===== config.mk =====
export PLATFORM = sky130hd
export DESIGN_NAME = sprom_burst_reader
export DESIGN_NICKNAME = d
export VERILOG_FILES = /design/src/rtl/sprom_burst_reader.sv
export SDC_FILE = /design/constraint.sdc
export NUM_CORES = 1
export LEC_CHECK = 0
export ABC_AREA = 1
export ABC_CLOCK_PERIOD_IN_PS = 7500
export BUFFER_PORTS_ARGS = -buffer_cell sky130_fd_sc_hd__buf_2
export CAP_MARGIN = 0
export CORE_MARGIN = 1
export CORE_UTILIZATION = 58
export CTS_BUF_LIST = sky130_fd_sc_hd__clkbuf_16
export CTS_CLUSTER_DIAMETER = 100
export CTS_CLUSTER_SIZE = 14
export DETAILED_ROUTE_END_ITERATION = 10
export PLACE_DENSITY_LB_ADDON = 0.08
export SLEW_MARGIN = 10
export SYNTH_ARGS = -nofsm -noshare
export SYNTH_HDL_FRONTEND = slang
export SYNTH_SLANG_ARGS = --single-unit

===== constraint.sdc =====
create_clock -name clka -period 7.5 [get_ports clka]
set_clock_uncertainty 0.15 [all_clocks]
set_input_delay 1.125 -clock clka [delete_from_list [all_inputs] [get_ports clka]]
set_output_delay 1.125 -clock clka [all_outputs]
set_load 0.05 [all_outputs]

===== src/rtl/sprom_burst_reader.sv =====
// Burst read controller for a fixed-latency single-port ROM.
// Credit-limited issue keeps the return FIFO from overflowing under backpressure.
module sprom_burst_reader #(
  parameter int ADDR_WIDTH_A      = 6,
  parameter int READ_DATA_WIDTH_A = 32,
  parameter int READ_LATENCY_A    = 2
) (
  input  logic                         clka,
  input  logic                         rsta,
  input  logic                         cmd_valid,
  output logic                         cmd_ready,
  input  logic [ADDR_WIDTH_A-1:0]      cmd_addr,
  input  logic [ADDR_WIDTH_A:0]        cmd_len,
  output logic                         ena,
  output logic [ADDR_WIDTH_A-1:0]      addra,
  output logic                         regcea,
  input  logic [READ_DATA_WIDTH_A-1:0] douta,
  output logic                         m_valid,
  input  logic                         m_ready,
  output logic [READ_DATA_WIDTH_A-1:0] m_data,
  output logic                         m_last,
  output logic                         busy,
  output logic                         done
);

  localparam int AW = ADDR_WIDTH_A;
  localparam int DW = READ_DATA_WIDTH_A;
  localparam int L  = READ_LATENCY_A;
  localparam int FIFO_DEPTH = L + 2;
  localparam int PW = $clog2(FIFO_DEPTH);
  localparam int CW = $clog2(FIFO_DEPTH + 1);

  typedef enum logic [1:0] {
    IDLE,
    ISSUE,
    DRAIN
  } state_t;

  state_t state_q;
  state_t state_d;

  logic [AW-1:0] addr_cnt;
  logic [AW-1:0] addr_last;
  logic [AW:0]   remaining;
  logic [L-1:0]  sr_v;
  logic [L-1:0]  sr_l;
  logic [DW:0]   fifo_mem [FIFO_DEPTH];
  logic [PW-1:0] wr_ptr;
  logic [PW-1:0] rd_ptr;
  logic [CW-1:0] fifo_count;
  logic [CW-1:0] in_flight;
  logic [CW:0]   outstanding;
  logic          credit_ok;
  logic          accept;
  logic          issue;
  logic          issue_last;
  logic          push;
  logic          pop;
  logic          last_pop;

  function automatic logic [PW-1:0] ptr_inc(
    input logic [PW-1:0] p
  );
    return (p == PW'(FIFO_DEPTH - 1)) ? '0 : p + 1'b1;
  endfunction

  // Words already requested from the ROM but not yet captured.
  always_comb begin
    in_flight = '0;
    for (int i = 0; i < L; i++) begin
      in_flight = in_flight + CW'(sr_v[i]);
    end
  end

  assign outstanding = {1'b0, in_flight} + {1'b0, fifo_count};
  assign credit_ok   = outstanding < (CW+1)'(FIFO_DEPTH);
  assign accept      = cmd_valid & cmd_ready;
  assign issue_last  = issue & (remaining == (AW+1)'(1));
  assign push        = sr_v[L-1];
  assign pop         = m_valid & m_ready;
  assign last_pop    = pop & m_last;

  always_ff @(posedge clka or posedge rsta) begin
    if (rsta) begin
      state_q <= IDLE;
    end else begin
      state_q <= state_d;
    end
  end

  always_comb begin
    state_d = state_q;
    unique case (state_q)
      IDLE: begin
        if (accept && cmd_len != '0) begin
          state_d = ISSUE;
        end
      end
      ISSUE: begin
        if (issue_last) begin
          state_d = DRAIN;
        end
      end
      DRAIN: begin
        if (last_pop) begin
          state_d = IDLE;
        end
      end
      default: state_d = IDLE;
    endcase
  end

  always_comb begin
    cmd_ready = 1'b0;
    busy      = 1'b1;
    issue     = 1'b0;
    unique case (1'b1)
      state_q == IDLE: begin
        cmd_ready = 1'b1;
        busy      = 1'b0;
      end
      state_q == ISSUE: issue = credit_ok;
      default: ;
    endcase
  end

  assign ena     = issue;
  assign addra   = issue ? addr_cnt : addr_last;
  assign regcea  = ~rsta;
  assign m_valid = fifo_count != '0;
  assign m_data  = fifo_mem[rd_ptr][DW-1:0];
  assign m_last  = fifo_mem[rd_ptr][DW];

  always_ff @(posedge clka or posedge rsta) begin
    if (rsta) begin
      addr_cnt   <= '0;
      addr_last  <= '0;
      remaining  <= '0;
      sr_v       <= '0;
      sr_l       <= '0;
      wr_ptr     <= '0;
      rd_ptr     <= '0;
      fifo_count <= '0;
      done       <= 1'b0;
      for (int i = 0; i < FIFO_DEPTH; i++) begin
        fifo_mem[i] <= '0;
      end
    end else begin
      if (accept) begin
        addr_cnt  <= cmd_addr;
        remaining <= cmd_len;
      end else if (issue) begin
        addr_cnt  <= addr_cnt + 1'b1;
        remaining <= remaining - 1'b1;
      end
      if (issue) begin
        addr_last <= addr_cnt;
      end
      // Mirrors the ROM pipeline so captures line up with douta.
      sr_v <= (sr_v << 1) | L'(issue);
      sr_l <= (sr_l << 1) | L'(issue_last);
      if (push) begin
        fifo_mem[wr_ptr] <= {sr_l[L-1], douta};
        wr_ptr           <= ptr_inc(wr_ptr);
      end
      if (pop) begin
        rd_ptr <= ptr_inc(rd_ptr);
      end
      if (push && !pop) begin
        fifo_count <= fifo_count + 1'b1;
      end else if (pop && !push) begin
        fifo_count <= fifo_count - 1'b1;
      end
      done <= ((state_q == DRAIN) & last_pop)
            | (accept & (cmd_len == '0));
    end
  end

endmodule


==> summary.md, run 1 <==
| Metric | Value |
|---|---|
| Crit end category | `primary output` |
| R2R Path End | `done$_DFF_PP0_` |
| Syn Std Cell Area | `0.007462 mm2` |
| IO Port Bufs | `93` |
| Worst r2r path cells | `6` |
| Total wire length | `16610 um` |
| Hold path start | `sr_l[0]$_DFF_PP0_` |
| Cts hold-fix bufs | `0` |
| Max Cap Viol | `0` |
| Nets | `1002` |
| Synth area leader | `dfrtp_1` |
| Hold Path Class | `flop to flop` |
| Row count | `41` |
| Synth Area in Compound Gates | `17.32%` |
| Antenna Nets Post-Route | `0` |
| Starting Density | `59.37%` |
| Flops & latches, synth | `165` |
| Worst hold path depth | `0` |
| Actual slew at the worst max-slew pin | `1.132 ns` |
| Initial antenna violation count | `0` |
| CP Launch Type | `flop` |
| Top post-synthesis cells by count | `nand2_1, o21ai_0, dfrtp_1` |
| Mean post-synth cell area | `8.518 um2` |
| Clock sinks | `165` |
| Final hold violations | `0` |
| FMAX | `0.2541 GHz` |
| Clk Tree Root Cell | `clkbuf_16` |
| Core area | `0.01257 mm2` |
| Final min period | `3.936 ns` |
| CTS tree | `done` |
| Antenna Cells | `0` |
| Cell variety after synth | `26` |
| CTS buffer count | `17` |
| DR WL/cell | `14.75 um` |
| RSZ-0062 raised after global routing | `false` |
| Critical path arrival | `2.66 ns` |
| Global Route Usage Sum | `26.88%` |
| Final Slew Violations | `0` |
| Most common cell in the netlist | `nand2_1` |
| Die Width | `115.4 um` |
| Slew margin rel. | `24.41%` |
| Total negative slack | `0 ns` |
| Ys flop type | `dfrtp_1` |
| Run status | `completed` |
| CTS resizes | `0` |
| Largest cells by area after synthesis | `dfrtp_1, o21ai_0, nand2_1` |
| Adder-cell area share of the yosys netlist | `1.945%` |
| Share of cells above drive strength 1 | `14.99%` |
| GPL Wtd Cong | `0.8094` |
| Die Y | `115.4 um` |
| Largest family of logic cells by synthesized area | `simple AND/OR/NAND/NOR gates` |
| Initial DRC Count | `489` |
| Worst Path Max Fanout | `35` |
| I/O Pins | `94` |
| Synth Area in Simple Gates | `17.66%` |
| DRC | `0` |
| Post-synth net total | `936` |
| Clock-pin slew on the worst setup and hold paths | `0.06 ns` |
| Worst Hold End | `sr_l[1]$_DFF_PP0_` |
| Crit path kind | `flop to primary output` |
| Worst reg2reg path startpoint | `rd_ptr[1]$_DFFE_PP0P_` |
| Post-synth EDFFs | `0` |
| Area grow syn2layout | `12.99%` |
| Yosys warns | `0` |
| Vias after detailed routing | `6130` |
| Multiplexer area fraction after synthesis | `0%` |
| Sequential share of the synthesized area | `55.33%` |
| Worst R2R Setup Slack | `5.18 ns` |
| Router iterations before antenna repair | `7` |
| Vias/cell | `5.444` |
| Setup bufs post-CTS | `0` |
| Largest net degree at the start of global routing | `94` |
| Global-route wire length before repair | `27720 um` |
| Vias in the first global route | `6022` |
| # H-tree levels | `4` |
| DP Wirelength | `10020 um` |
| Period utilisation layout | `52.48%` |
| Syn Inst Count | `876` |
| Bufs on Longest Clock Path | `2` |
| Setup Viol. Count Final | `0` |
| Remaining Overflow, GRT | `0` |
| Async SR Flop Fraction | `100.0%` |
| Worst-Skew Late Latency | `0.42 ns` |
| Share of the synthesized area in the top cell type | `55.33%` |
| Req. time, crit path | `6.22 ns` |
| XOR/XNOR share of the synthesized area | `0.7042%` |
| Die Area | `0.01332 mm2` |
final cells by class:
| type | count | area [um2] |
|---|---|---|
| repair buffers | 100 | 518.0 |
| flip-flops and latches | 165 | 4130 |
| multi-input cells | 595 | 2818 |
| fillers | 1073 | 4136 |
| inverters | 63 | 242.7 |
| clock inverters | 14 | 82.58 |
| well taps | 172 | 215.2 |
| clock buffers | 17 | 425.4 |
state kept, by name, summed over array words and instances (netlist names), 3 cells and up:
signal and flops:
addr_cnt 6, addr_last 6, fifo_count 3, fifo_mem 132, remaining 7
worst max-delay path by stage:
| stage | slack, ns | startpoint | cells past startpoint | end |
|---|---|---|---|---|
| global route | 3.38 | rd_ptr[1]$_DFFE_PP0P_ | 5 | m_data[31] |
| detailed placement | 3.93 | rsta | 3 | regcea |
| floorplan | 1.37 | rsta | 1 | addr_cnt[0]$_DFFE_PP0P_ |
| global placement | 3.96 | rsta | 3 | regcea |
| finish | 3.56 | rd_ptr[1]$_DFFE_PP0P_ | 5 | m_data[31] |
| CTS | 3.56 | rd_ptr[1]$_DFFE_PP0P_ | 5 | m_data[28] |
metal layers:
metal	routed length (um)	up-vias	track usage, %	share of wire [%]
met5	0	-	0	0
met4	325	0	11.60	2.0
met3	653	25	5.282	3.9
met2	8066	167	44.67	49
met1	7565	2951	34.52	46
li1	-	2987	-	-
metrics by stage:
stage	hold WS [ns]	worst slack, ns	area, um2	util, %	instances
after floorplan	0.1812	1.373	7462	-	876
after global routing	0.2039	3.380	8432	67.09	1126
after CTS	0.2047	3.562	8432	67.09	1126
after detailed placement	0.1901	3.933	7924	63.05	1095
final	0.2052	3.564	8432	67.09	1126
after global placement	0.1897	3.965	7924	63.05	1095
cells in the final DEF (no fill, tap or decap):
cell,n
xor2_1,2
o21bai_1,1
nor2_1,83
o21ai_2,5
inv_6,1
nand2_2,6
xnor2_1,4
clkbuf_16,17
nand2_4,3
dfrtp_1,164
a21oi_1,2
o21ai_0,202
nand4_1,3
clkinv_2,4
clkinv_1,4
fa_1,1
ha_1,10
buf_4,7
o22ai_1,32
o21ai_1,4
inv_2,2
nand2_1,211
dfrtp_2,1
inv_1,65
bufinv_16,1
buf_2,93
nor3_1,1
nand3_1,22
nor2_2,3
critical path, cell delays in order (launching register included):
cell and delay, ns:
dfrtp_1 0.36, buf_4 0.25, inv_1 0.86, o21ai_0 0.26, o22ai_1 0.21, buf_2 0.30
cells by family (layout without fill, tap and decap cells):
logic type               after synthesis  after routing
XOR/XNOR                               6              6
buffers and inverters                116            194
AO/OA/AOI/OAI                        246            246
flip-flops                           165            165
adder cells (fa/ha/maj)               11             11
AND/OR/NAND/NOR                      332            332
Power of run 1 is left out: the tool's default activity adds up to more than one toggle a clock period on the data nets, which glitch-free logic cannot reach.
==> run 2, diff against run 1 <==
--- a/config.mk
+++ b/config.mk
@@ -6,11 +6,11 @@
 export NUM_CORES = 1
 export LEC_CHECK = 0
 export ABC_AREA = 1
-export ABC_CLOCK_PERIOD_IN_PS = 7500
+export ABC_CLOCK_PERIOD_IN_PS = 3200
 export BUFFER_PORTS_ARGS = -buffer_cell sky130_fd_sc_hd__buf_2
 export CAP_MARGIN = 0
 export CORE_MARGIN = 1
-export CORE_UTILIZATION = 58
+export CORE_UTILIZATION = 52
 export CTS_BUF_LIST = sky130_fd_sc_hd__clkbuf_16
 export CTS_CLUSTER_DIAMETER = 100
 export CTS_CLUSTER_SIZE = 14
==> constraint.sdc (replaced) <==
create_clock -name clka -period 3.2 [get_ports clka]
set_clock_uncertainty 0.15 [all_clocks]
set_input_delay 0.48 -clock clka [delete_from_list [all_inputs] [get_ports clka]]
set_output_delay 0.48 -clock clka [all_outputs]
set_load 0.05 [all_outputs]
==> run 2 against run 1 <==
  * Via count about the same
  * Core utilization shrank 5.4 points
  * Setup slack worse by 3.2 ns
  * Final area rose by 1.9%
  * Non-clock buffer count rose by 7
  * Final cell count grew 1.3%
  * Sequential share of layout area fell by 0.91 points
  * First-iteration DRC count fell by 0.82%
  * Die area grew 11%
==> summary.md, run 2 (synthesis results as in run 1) <==
| Metric | Value |
|---|---|
| Largest regs | `fifo_mem (132), remaining (7)` |
| Worst-Skew Late Latency | `0.43 ns` |
| Crit-path max cell delay | `0.58 ns` |
| Largest Register | `fifo_mem` |
| Area grow syn2layout | `15.12%` |
| Slowest CP cell | `buf_4` |
| Final worst-path setup slack | `0.3916 ns` |
| Crit path kind | `flop to primary output` |
| Die Area | `0.01483 mm2` |
| Share of cells above drive strength 1 | `16.23%` |
| DRC | `0` |
| Hold WS | `0.1333 ns` |
| CTS buffer count | `17` |
| Largest register FFs | `132` |
| Final min period | `2.808 ns` |
| Period utilisation layout | `87.76%` |
| DP Wirelength | `10160 um` |
| Req. time, crit path | `2.57 ns` |
| Starting Density | `53.55%` |
| Commonest non-fill, non-tap cells in the layout | `nand2_1, o21ai_0, dfrtp_1` |
| Remaining Overflow, GRT | `0` |
| IO Port Bufs | `93` |
| FMAX | `0.3561 GHz` |
| Worst path cell trace | `buf_4, o21ai_0, o22ai_1, buf_2` |
| GPL Wtd Cong | `0.7966` |
| Clk Tree Root Cell | `clkbuf_16` |
| Worst Path Max Fanout | `68` |
| Bufs on Longest Clock Path | `2` |
| Initial DRC Count | `485` |
| DR WL/cell | `14.67 um` |
| Global-route wire length before repair | `27450 um` |
| Setup Slack @ Placement | `0.8629 ns` |
| Final Slew Violations | `0` |
| Clock sinks | `165` |
| Clock-pin slew on the worst setup and hold paths | `0.06 ns` |
| CP Launch Type | `flop` |
| Die Width | `121.8 um` |
| Antenna Nets Post-Route | `0` |
| Vias after detailed routing | `6127` |
| CTS resizes | `0` |
| Final hold violations | `0` |
| Row count | `43` |
| Slew margin rel. | `42.27%` |
| Vias/cell | `5.370` |
| Global Route Usage Sum | `23.98%` |
| I/O Pins | `94` |
| Critical path arrival | `2.18 ns` |
| Antenna Cells | `0` |
| Total negative slack | `0 ns` |
| Final Util | `61.65%` |
| Hold path start | `cmd_addr[3]` |
| Setup Viol. Count Final | `0` |
| Largest net degree at the start of global routing | `166` |
| Router iterations before antenna repair | `5` |
| Hold Path Class | `input pin to flop` |
| Cts hold-fix bufs | `0` |
| Vias in the first global route | `5749` |
| Worst Hold End | `addr_cnt[3]$_DFFE_PP0P_` |
| Actual slew at the worst max-slew pin | `0.8660 ns` |
| Core area | `0.01393 mm2` |
| Crit end category | `primary output` |
| # H-tree levels | `4` |
| R2R Path End | `fifo_mem[122]$_DFFE_PP0P_` |
| Total wire length | `16740 um` |
| CP startpoint | `rd_ptr[0]$_DFFE_PP0P_` |
| CTS tree | `done` |
| Worst reg2reg path startpoint | `wr_ptr[0]$_DFFE_PP0P_` |
| Most common cell after layout, fill and taps aside | `nand2_1` |
| Max Cap Viol | `0` |
| Setup bufs post-CTS | `0` |
| Nets | `1009` |
| Worst hold path depth | `3` |
| RSZ-0062 raised after global routing | `false` |
| Worst r2r path cells | `6` |
| Die Y | `121.8 um` |
| Initial antenna violation count | `0` |
| Run status | `completed` |
| Worst R2R Setup Slack | `1.22 ns` |
## run 2: cell types whose count changed in the layout (fill, tap and decap cells not counted)
| cell | before | now |
|---|---|---|
| clkinvlp_4 | 0 | 2 |
| inv_1 | 65 | 59 |
| clkinv_2 | 4 | 7 |
| inv_6 | 1 | 0 |
| buf_12 | 0 | 3 |
| buf_4 | 7 | 11 |
| bufinv_16 | 1 | 3 |
## run 2: area by class of cell
| cell class | instances | area (um2) |
|---|---|---|
| clock buffers | 17 | 425.4 |
| clock inverters | 14 | 142.6 |
| fillers | 1222 | 5344 |
| inverters | 63 | 241.5 |
| multi-input cells | 595 | 2818 |
| flip-flops and latches | 165 | 4130 |
| well taps | 180 | 225.2 |
| repair buffers | 107 | 608.1 |
## run 2: worst max-delay path, delay by kind of cell (launching register included)
family                 cells  cell delay [ns]
flip-flops                 1             0.36
AO/OA/AOI/OAI              2             0.49
buffers and inverters      2             0.89
## run 2: per-layer routing
metal	GRT usage, %	vias up	share of wire [%]	routed length, um
met4	7.407	0	0.78	130
met3	5.150	8	5.8	969
met1	32.30	2933	46	7695
li1	-	3009	-	-
met2	38.77	177	47	7944
met5	0	-	0	0
## run 2: worst max-delay path by stage
stage,cells past startpoint,end
final,4,m_data[2]
after global routing,9,addra[4]
after CTS,9,addra[3]
after detailed placement,9,addra[3]
after global placement,9,addra[3]
after floorplan,1,regcea
## run 2: metrics by stage
| step | cells | instance area (um2) |
|---|---|---|
| after CTS | 1141 | 8591 |
| after global routing | 1141 | 8591 |
| after global placement | 1110 | 8023 |
| after detailed placement | 1110 | 8023 |
| after floorplan | 876 | 7466 |
| final | 1141 | 8591 |
Power of run 2 is left out for the same reason.
==> run 3, diff against run 2 <==
--- a/config.mk
+++ b/config.mk
@@ -5,7 +5,7 @@
 export SDC_FILE = /design/constraint.sdc
 export NUM_CORES = 1
 export LEC_CHECK = 0
-export ABC_AREA = 1
+export ABC_AREA = 0
 export ABC_CLOCK_PERIOD_IN_PS = 3200
 export BUFFER_PORTS_ARGS = -buffer_cell sky130_fd_sc_hd__buf_2
 export CAP_MARGIN = 0
@@ -15,7 +15,7 @@
 export CTS_CLUSTER_DIAMETER = 100
 export CTS_CLUSTER_SIZE = 14
 export DETAILED_ROUTE_END_ITERATION = 10
-export PLACE_DENSITY_LB_ADDON = 0.08
+export PLACE_DENSITY = 0.76
 export SLEW_MARGIN = 10
 export SYNTH_ARGS = -nofsm -noshare
 export SYNTH_HDL_FRONTEND = slang
==> run 3 against run 2 <==
  * Final cell count is 32% lower
  * Synthesized area decreased by 2.1%
  * Final area fell by 0.13%
  * Maximum frequency fell by 4.8%
  * Critical path type unchanged
  * Routed wire length shrank 12%
==> summary.md, run 3 <==
| Metric | Value |
|---|---|
| Clk Tree Root Cell | `clkbuf_16` |
| DP Wirelength | `9794 um` |
| R2R Path End | `fifo_count[2]$_DFFE_PP0P_` |
| DR WL/cell | `18.89 um` |
| Run status | `completed` |
| Largest Register | `fifo_mem` |
| Initial antenna violation count | `0` |
| Top post-synthesis cells by count | `dfrtp_1, mux2_2, nand2_1` |
| Global Route Usage Sum | `22.38%` |
| Row count | `42` |
| Vias/cell | `5.718` |
| Share of cells above drive strength 1 | `52.41%` |
| Antenna Cells | `0` |
| I/O Pins | `94` |
| Slew margin rel. | `41.55%` |
| Remaining Overflow, GRT | `0` |
| Worst R2R Setup Slack | `0.79 ns` |
| Yosys warns | `0` |
| Initial DRC Count | `250` |
| Syn Std Cell Area | `0.007307 mm2` |
| Router iterations before antenna repair | `5` |
| Cell variety after synth | `43` |
| Async SR Flop Fraction | `100.0%` |
| Worst reg2reg path startpoint | `fifo_count[1]$_DFFE_PP0P_` |
| Post-synth EDFFs | `0` |
| # H-tree levels | `4` |
| Worst r2r path cells | `8` |
| Most common cell in the netlist | `dfrtp_1` |
| Worst Hold End | `addr_cnt[0]$_DFFE_PP0P_` |
| Syn Inst Count | `490` |
| Final min period | `2.950 ns` |
| Hold WS | `0.1197 ns` |
| Largest cells by area after synthesis | `dfrtp_1, mux2_2, mux4_2` |
| Most common cell after layout, fill and taps aside | `dfrtp_1` |
| Worst-Skew Late Latency | `0.42 ns` |
| Clock sinks | `165` |
| Req. time, crit path | `2.57 ns` |
| Die Y | `120.5 um` |
| Nets | `648` |
| Ys flop type | `dfrtp_1` |
| Hold path start | `cmd_addr[0]` |
| Worst Path Max Fanout | `21` |
| FILL cells | `1019` |
| RSZ-0062 raised after global routing | `false` |
| CTS buffer count | `17` |
| Post-synth net total | `550` |
| CP Launch Type | `flop` |
| FMAX | `0.3390 GHz` |
| Largest regs | `fifo_mem (132), remaining (7)` |
| Total wire length | `14680 um` |
| Crit path kind | `flop to primary output` |
| Largest net degree at the start of global routing | `166` |
| GPL Wtd Cong | `0.7947` |
| Synth area leader | `dfrtp_1` |
| Largest register FFs | `132` |
| Flops & latches, synth | `165` |
| Sequential share of the synthesized area | `56.51%` |
| Starting Density | `54.32%` |
| Bufs on Longest Clock Path | `2` |
| Vias after detailed routing | `4443` |
| Clock-pin slew on the worst setup and hold paths | `0.06 ns` |
| Mean post-synth cell area | `14.91 um2` |
| Share of the synthesized area in the top cell type | `56.51%` |
| Antenna Nets Post-Route | `0` |
| Final hold violations | `0` |
| Area grow syn2layout | `17.41%` |
| Crit end category | `primary output` |
| CTS tree | `done` |
| IO Port Bufs | `93` |
| Max Cap Viol | `0` |
| Hold Path Class | `input pin to flop` |
| Global-route wire length before repair | `24670 um` |
| DRC | `0` |
| Setup bufs post-CTS | `0` |
| Final Slew Violations | `0` |
| Actual slew at the worst max-slew pin | `0.8768 ns` |
| Worst hold path depth | `3` |
| Critical path arrival | `2.32 ns` |
| Period utilisation layout | `92.18%` |
| Die Area | `0.01453 mm2` |
| Core area | `0.01345 mm2` |
| Setup Viol. Count Final | `0` |
| Die Width | `120.5 um` |
| Commonest non-fill, non-tap cells in the layout | `dfrtp_1, mux2_2, buf_2` |
| Vias in the first global route | `4841` |
run 3: routing by layer:
metal	vias up	track usage (%)	part of all wire [%]
met3	15	5.802	3.8
met4	0	5.170	1.1
met1	2324	27.25	41
li1	1995	-	-
met5	-	0	0
met2	109	39.80	54
run 3: how the worst max path moves through the flow:
stage / start / endpoint / slack [ns] / cells after the start
after global placement: fifo_count[0]$_DFFE_PP0P_ / addra[4] / 0.54 / 7
after CTS: fifo_count[0]$_DFFE_PP0P_ / addra[3] / 0.11 / 7
final: fifo_count[0]$_DFFE_PP0P_ / addra[3] / 0.25 / 7
after global routing: fifo_count[0]$_DFFE_PP0P_ / addra[0] / 0.09 / 7
after floorplan: rsta / regcea / -0.08 / 1
after detailed placement: fifo_count[0]$_DFFE_PP0P_ / addra[3] / 0.45 / 7
run 3: logic make-up (layout without fill, tap and decap cells):
family,Yosys count,after routing,share of synthesized area (%)
multiplexers,168,168,30.96
flip-flops,165,165,56.51
AND/OR/NAND/NOR,72,72,4.606
buffers and inverters,38,149,2.158
AO/OA/AOI/OAI,30,30,3.065
adder cells (fa/ha/maj),11,11,1.986
XOR/XNOR,6,6,0.7192
run 3: stage by stage:
stage	cells	cell area (um2)	TNS, ns	setup WS, ns	utilization, %
finish	777	8579	0	0.2503	63.77
global route	777	8579	0	0.09278	63.77
CTS	777	8572	0	0.1136	63.72
detailed placement	745	8024	0	0.4524	59.64
global placement	745	8024	0	0.5441	59.64
floorplan	490	7311	-0.07507	-0.07507	-
run 3: cell type report:
class                   count  area, um2  share of cell area, %
flip-flops and latches    165       4131                  48.16
repair buffers            105      593.1                  6.913
clock inverters            15      121.4                  1.415
inverters                  12      50.05                 0.5833
well taps                 176      220.2                  2.567
multi-input cells         287       3038                  35.41
clock buffers              17      425.4                  4.958
run 3: worst max-delay path, cell delays in order (launching register included):
cell	delay [ns]
dfrtp_1	0.43
ha_1	0.29
a21o_1	0.22
a21o_4	0.31
clkinv_2	0.18
nand2_1	0.10
nand2_1	0.09
buf_2	0.26
run 3: timing repair:
item / in CTS / in global routing
hold buffers: 0 / 0
gates resized for setup: 1 / 2
endpoints found under the setup margin: 1 / 2
gates cloned: 0 / 0
Power of run 3 is left out for the same reason.
